<file path="config.mk">
export PLATFORM = sky130hd
export DESIGN_NAME = instr_line_buffer
export DESIGN_NICKNAME = d
export VERILOG_FILES = /design/src/rtl/fetch_pkg.sv /design/src/rtl/ilb_line_store.sv /design/src/rtl/instr_line_buffer.sv
export SDC_FILE = /design/constraint.sdc
export NUM_CORES = 1
export LEC_CHECK = 0
export ABC_CLOCK_PERIOD_IN_PS = 7900
export CAP_MARGIN = 20
export CORE_MARGIN = 3
export CORE_UTILIZATION = 45
export DETAILED_ROUTE_END_ITERATION = 10
export PLACE_DENSITY = 0.69
export SLEW_MARGIN = 25
export SYNTH_ARGS = -nofsm -noshare
export SYNTH_HDL_FRONTEND = slang
export SYNTH_SLANG_ARGS = --single-unit
</file>
<file path="constraint.sdc">
create_clock -name clk -period 7.9 [get_ports clk]
set_input_delay 1.58 -clock clk [delete_from_list [all_inputs] [get_ports clk]]
set_output_delay 1.58 -clock clk [all_outputs]
set_load 0.02 [all_outputs]
</file>
<file path="src/rtl/fetch_pkg.sv">
// Shared fetch-path definitions: line-buffer states, line geometry and AXI response codes.
package fetch_pkg;

    typedef enum logic [1:0] {
        IDLE    = 2'd0,
        FILL    = 2'd1,
        DRAIN   = 2'd2,
        DISCARD = 2'd3
    } ilb_state_e;

    localparam int LINE_BEATS     = 8;
    localparam int WORDS_PER_LINE = 16;
    localparam logic [1:0] RESP_OKAY = 2'b00;

endpackage

</file>
<file path="src/rtl/ilb_line_store.sv">
// Cache-line storage: one beat-wide write port and a combinational 32-bit instruction read port.
module ilb_line_store #(
    parameter int LINE_BEATS = 8,
    parameter int DATA_WIDTH = 64,
    localparam int SLOT_W = $clog2(LINE_BEATS),
    localparam int WIDX_W = SLOT_W + 1
) (
    input  logic                  clk,
    input  logic                  we,
    input  logic [SLOT_W-1:0]     waddr,
    input  logic [DATA_WIDTH-1:0] wdata,
    input  logic [WIDX_W-1:0]     word_idx,
    output logic [31:0]           word
);

    logic [DATA_WIDTH-1:0] mem [LINE_BEATS];
    logic [DATA_WIDTH-1:0] slot;

    always_ff @(posedge clk) begin
        if (we) begin
            mem[waddr] <= wdata;
        end
    end

    // Even word index is the low half of its beat, odd is the high half.
    assign slot = mem[word_idx[WIDX_W-1:1]];
    assign word = word_idx[0] ? slot[63:32] : slot[31:0];

endmodule

</file>
<file path="src/rtl/instr_line_buffer.sv">
// Fills one 64-byte instruction line from an AXI wrap burst, then streams its 32-bit
// words starting at the requested PC, with fault, halt and flush handling.
module instr_line_buffer
    import fetch_pkg::*;
#(
    parameter int LINE_BEATS = fetch_pkg::LINE_BEATS,
    parameter int DATA_WIDTH = 64
) (
    input  logic                  clk,
    input  logic                  reset,
    input  logic                  fill_start,
    input  logic [63:0]           fill_pc,
    input  logic                  r_valid,
    output logic                  r_ready,
    input  logic [DATA_WIDTH-1:0] r_data,
    input  logic [1:0]            r_resp,
    input  logic                  r_last,
    output logic                  inst_valid,
    input  logic                  inst_ready,
    output logic [31:0]           inst,
    output logic [63:0]           inst_pc,
    output logic                  inst_fault,
    output logic                  inst_halt,
    input  logic                  flush,
    output logic                  busy,
    output logic                  line_done
);

    localparam int SLOT_W = $clog2(LINE_BEATS);
    localparam int WIDX_W = $clog2(WORDS_PER_LINE);

    ilb_state_e        state_q, state_d;
    logic [63:0]       pc_q, pc_d;
    logic [SLOT_W-1:0] cnt_q, cnt_d;
    logic              fault_q, fault_d;
    logic [WIDX_W-1:0] idx_q, idx_d;
    logic              done_q, done_d;

    logic              beat_acc;
    logic              final_beat;
    logic              we;
    logic [SLOT_W-1:0] waddr;
    logic [31:0]       word_rd;

    assign r_ready    = (state_q == FILL) || (state_q == DISCARD);
    assign beat_acc   = r_valid && r_ready;
    assign final_beat = (cnt_q == SLOT_W'(LINE_BEATS - 1));
    // Wrap burst: slot index wraps modulo the power-of-two line size.
    assign waddr      = pc_q[3 +: SLOT_W] + cnt_q;
    assign we         = (state_q == FILL) && beat_acc && !flush;

    ilb_line_store #(
        .LINE_BEATS(LINE_BEATS),
        .DATA_WIDTH(DATA_WIDTH)
    ) u_store (
        .clk     (clk),
        .we      (we),
        .waddr   (waddr),
        .wdata   (r_data),
        .word_idx(idx_q),
        .word    (word_rd)
    );

    assign inst_valid = (state_q == DRAIN);
    assign inst_fault = inst_valid && fault_q;
    assign inst       = (inst_valid && !fault_q) ? word_rd : 32'd0;
    assign inst_pc    = !inst_valid ? 64'd0 :
                        fault_q     ? pc_q  : {pc_q[63:6], idx_q, 2'b00};
    assign inst_halt  = (inst == 32'd0) && !inst_fault;
    assign busy       = (state_q != IDLE);
    assign line_done  = done_q;

    always_ff @(posedge clk or posedge reset) begin
        if (reset) begin
            state_q <= IDLE;
            pc_q    <= '0;
            cnt_q   <= '0;
            fault_q <= 1'b0;
            idx_q   <= '0;
            done_q  <= 1'b0;
        end else begin
            state_q <= state_d;
            pc_q    <= pc_d;
            cnt_q   <= cnt_d;
            fault_q <= fault_d;
            idx_q   <= idx_d;
            done_q  <= done_d;
        end
    end

    always_comb begin
        state_d = state_q;
        pc_d    = pc_q;
        cnt_d   = cnt_q;
        fault_d = fault_q;
        idx_d   = idx_q;
        done_d  = 1'b0;
        case (state_q)
            IDLE: begin
                if (fill_start && !flush) begin
                    state_d = FILL;
                    pc_d    = fill_pc;
                    cnt_d   = '0;
                    fault_d = 1'b0;
                end
            end
            FILL: begin
                // A flush on the closing beat has nothing left to drain.
                if (flush) begin
                    state_d = (beat_acc && r_last) ? IDLE : DISCARD;
                end else if (beat_acc) begin
                    cnt_d = cnt_q + 1'b1;
                    if ((r_resp != RESP_OKAY) || (r_last != final_beat)) begin
                        fault_d = 1'b1;
                    end
                    if (final_beat || r_last) begin
                        state_d = DRAIN;
                        idx_d   = pc_q[2 +: WIDX_W];
                    end
                end
            end
            DRAIN: begin
                if (flush) begin
                    state_d = IDLE;
                end else if (inst_ready) begin
                    if (fault_q || inst_halt) begin
                        state_d = IDLE;
                    end else if (idx_q == WIDX_W'(WORDS_PER_LINE - 1)) begin
                        state_d = IDLE;
                        done_d  = 1'b1;
                    end else begin
                        idx_d = idx_q + 1'b1;
                    end
                end
            end
            DISCARD: begin
                if (beat_acc && r_last) begin
                    state_d = IDLE;
                end
            end
            default: state_d = IDLE;
        endcase
    end

endmodule

</file>
==> impl_metrics.tcl <==
set metrics [dict create \
    run_status "completed" \
    critPathLaunch "idx_q[2]" \
    min_path_type "reg -> reg" \
    yosys-top-cells-count "edfxtp_1 (512), mux2i_1 (90), mux4_2 (90)" \
    reg2reg_slack_ns 3.77 \
    first_global_vias 12600 \
    max_freq_mhz 150 \
    gp_congestion 0.773 \
    wire_per_inst_um 24.2 \
    cts_tree "done" \
    total_power_mw 9.74 \
    drt_pass1_iterations 7 \
    setup_violations 0 \
    number_of_flops_mapped_to_enable_cells_by_yosys 512 \
    detail_route.drc_violations 0 \
    path_cells "nor2b_2 > buf_4 > a221oi_1 > a22oi_1 > nand4_1 > nor4_1 > nand4_2 > a21oi_1 > clkdlybuf4s50_1" \
    floorplan.die_area_um2 54800 \
    io_pins 239 \
    slew_headroom 0.337 \
    report.final.hold_viol_count 0 \
    worstSetupEndpointType "primary output" \
    rr_startpoint "idx_q[2]" \
    grt_usage 0.192 \
    clock_period_minus_final_worst_setup_slack_ns 6.67 \
    cp_slowest_cell "dfrtp_4" \
    crit_arrival_ns 5.09 \
    insertion_delay_ns 0.63 \
    cts_made_buffers 58 \
    timing_worst_slew_pin_value_ns 0.990 \
    critical_path.reg2reg.endpoint "idx_q[0]" \
    ys_seq_area_frac 0.737 \
    ctsLongestPathBuffers 3 \
    layout-drive-gt1-share 0.196 \
    required_ns 6.32 \
    power.leakage_nw 9.65 \
    finalWirelength_mm 52.8 \
    fin_worst_skew_ns 0.0243 \
    nNetsFinal 1598 \
    setup-tns-final_ns 0 \
    final_critical_path_setup_slack_ns 1.23 \
    worst_ir_drop_vdd_mv 0.174 \
    synth_top_cells_by_area "edfxtp_1 (66%), mux4_2 (8.7%), dfrtp_1 (8.0%)" \
    synth_top_flop_cell "edfxtp_1" \
    critPathKind "reg -> out" \
    endpoint "inst_halt" \
    core.rowCount 82 \
    floorplan.initialDensity 0.461 \
    cts_hold_repair.buffers 0 \
    synthesis.area_per_instance_um2 19.5 \
    dpl.hpwl_mm 31.7 \
    clock_sinks 587 \
    drv.max_cap_violation_count 0 \
    synth_most_common_cell "edfxtp_1" \
    post_dp_cell_area_um2 26500 \
    vias_after_detailed_routing 12300 \
    syn-instance-count 1199 \
    antenna_violations_before_repair 8 \
    start_kind "register" \
    synth_top_area_cell "edfxtp_1" \
    dp_worst_setup_slack_ns 1.81 \
    dieWidth_um 234 \
    power_per_cell_area_nw_per_um2 343 \
    path_max_fanout 53 \
    synthDominantCellAreaShare 0.657 \
    grt.overflow.total 0 \
    htreeDepth 2 \
    fin_crit_sh 0.844 \
    synth.cell_area_um2 23400 \
    postCtsSetupRepairBufs 0 \
    layout-area-overhead-vs-synth_pct 21.6 \
    die_height_um 234 \
    setup_repair_after_global_routing_missed_its_margin "no" \
    largest_net_degree_at_the_start_of_global_routing 76 \
    slew_violations 0 \
    core_area_um2 50800 \
    cpPeakStageDelay_ns 0.95 \
    ys_async_sr_fraction 0.128 \
    worst_path_dominant_cell_family "simple AND/OR/NAND/NOR gates" \
    yosysWarnings 0 \
    mappedNetlistNets 1342 \
    clock_root_buffer "clkbuf_16" \
    wire_length_of_the_first_global_routing_pass_mm 78.5 \
    postCtsResizedCells 0 \
    yosys_register_bits 587 \
    cts.clk_slew.worst_paths_ns 0.06 \
    route.antenna.remaining_nets 0 \
    worst-path-stages 9 \
    synthDistinctLibCells 57 \
    detail_route.vias_per_cell 5.63 \
    critical_path_buf_inv_count 2 \
    layout.cell_area.non_filler_um2 28400 \
    io_buffer_count 238 \
    drt-initial-drc-count 899 \
    timing.reg2reg.worst_path_depth 11 \
]
-- sequential cells by signal (all words and copies together) (netlist names) --
signal / cells
u_store.mem: 512
idx_q: 4
pc_q: 64
line_done: 1
state_q: 2
cnt_q: 3
fault_q: 1
-- worst min path at each step --
stage,startpoint,endpoint,slack (ns),cells after the start
after global placement,pc_q[35],pc_q[35],0.48,1
after floorplan,pc_q[48],pc_q[48],0.47,1
after CTS,pc_q[57],pc_q[57],0.50,1
after detailed placement,pc_q[57],pc_q[57],0.49,1
final,pc_q[17],pc_q[17],0.50,1
after global routing,pc_q[55],pc_q[55],0.51,1
-- layout by cell type, fill, tap and decap left out, types with 5 or more instances in the layout --
| master | n |
|---|---|
| edfxtp_1 | 512 |
| clkdlybuf4s50_1 | 238 |
| mux4_2 | 90 |
| mux2i_1 | 90 |
| dfrtp_1 | 72 |
| mux2_2 | 67 |
| and2_1 | 67 |
| clkbuf_16 | 59 |
| a221oi_1 | 28 |
| nor2_1 | 27 |
| nand2_1 | 20 |
| a22oi_1 | 20 |
| buf_4 | 19 |
| a21oi_1 | 16 |
| clkbuf_1 | 14 |
| o21ai_0 | 12 |
| o22ai_1 | 11 |
| clkinv_1 | 10 |
| inv_1 | 7 |
| mux4_1 | 7 |
| clkinv_2 | 7 |
| nand3_1 | 6 |
| bufinv_16 | 6 |
| nor2_4 | 5 |
| ha_1 | 5 |
| buf_6 | 5 |
-- metal layers --
layer	global-route usage	vias up	wire, um
met4	0.0612	10	1380
met2	0.315	454	25800
met1	0.254	6309	21400
li1	-	5390	-
met5	0	-	71
met3	0.0498	96	4150
-- report_power, final --
part           total [mW]  internal [mW]  switching (mW)
Sequential           4.00           3.72           0.279
Clock                2.72           1.58            1.14
Combinational        3.03           1.44            1.59
-- stage by stage --
| stage | instances | hold slack [ns] | util |
|---|---|---|---|
| after floorplan | 1199 | 0.472 | - |
| after global placement | 2067 | 0.480 | 0.522 |
| after detailed placement | 2067 | 0.487 | 0.522 |
| after CTS | 2175 | 0.501 | 0.560 |
| after global routing | 2178 | 0.510 | 0.560 |
| final | 2179 | 0.496 | 0.560 |
-- cell families after synthesis --
| logic type | count (synthesis) | share of synthesized area |
|---|---|---|
| buf+inv | 76 | 0.0185 |
| compound gates | 111 | 0.0361 |
| flops | 587 | 0.737 |
| simple gates | 163 | 0.0384 |
| xor+xnor | 2 | 0.000749 |
| fa+ha+maj | 6 | 0.00353 |
| mux | 254 | 0.165 |
-- worst reg2reg max path: cells and delay by family, from the launching register on --
family                 cells  cell delay, ns
AO/OA/AOI/OAI              4            0.81
AND/OR/NAND/NOR            5            1.75
flip-flops                 1            0.95
multiplexers               1            0.16
buffers and inverters      1            0.36
-- area by class of cell --
class	count	area [um^2]
Sequential cell	587	17300
Timing Repair Buffer	264	2620
Multi-Input combinational cell	536	5780
Antenna cell	4	10.0
Inverter	8	30.0
Clock inverter	34	360
Fill cell	3824	22300
Clock buffer	74	1540
Tap cell	672	841
Note: power is estimated with default switching activity, not from simulation.
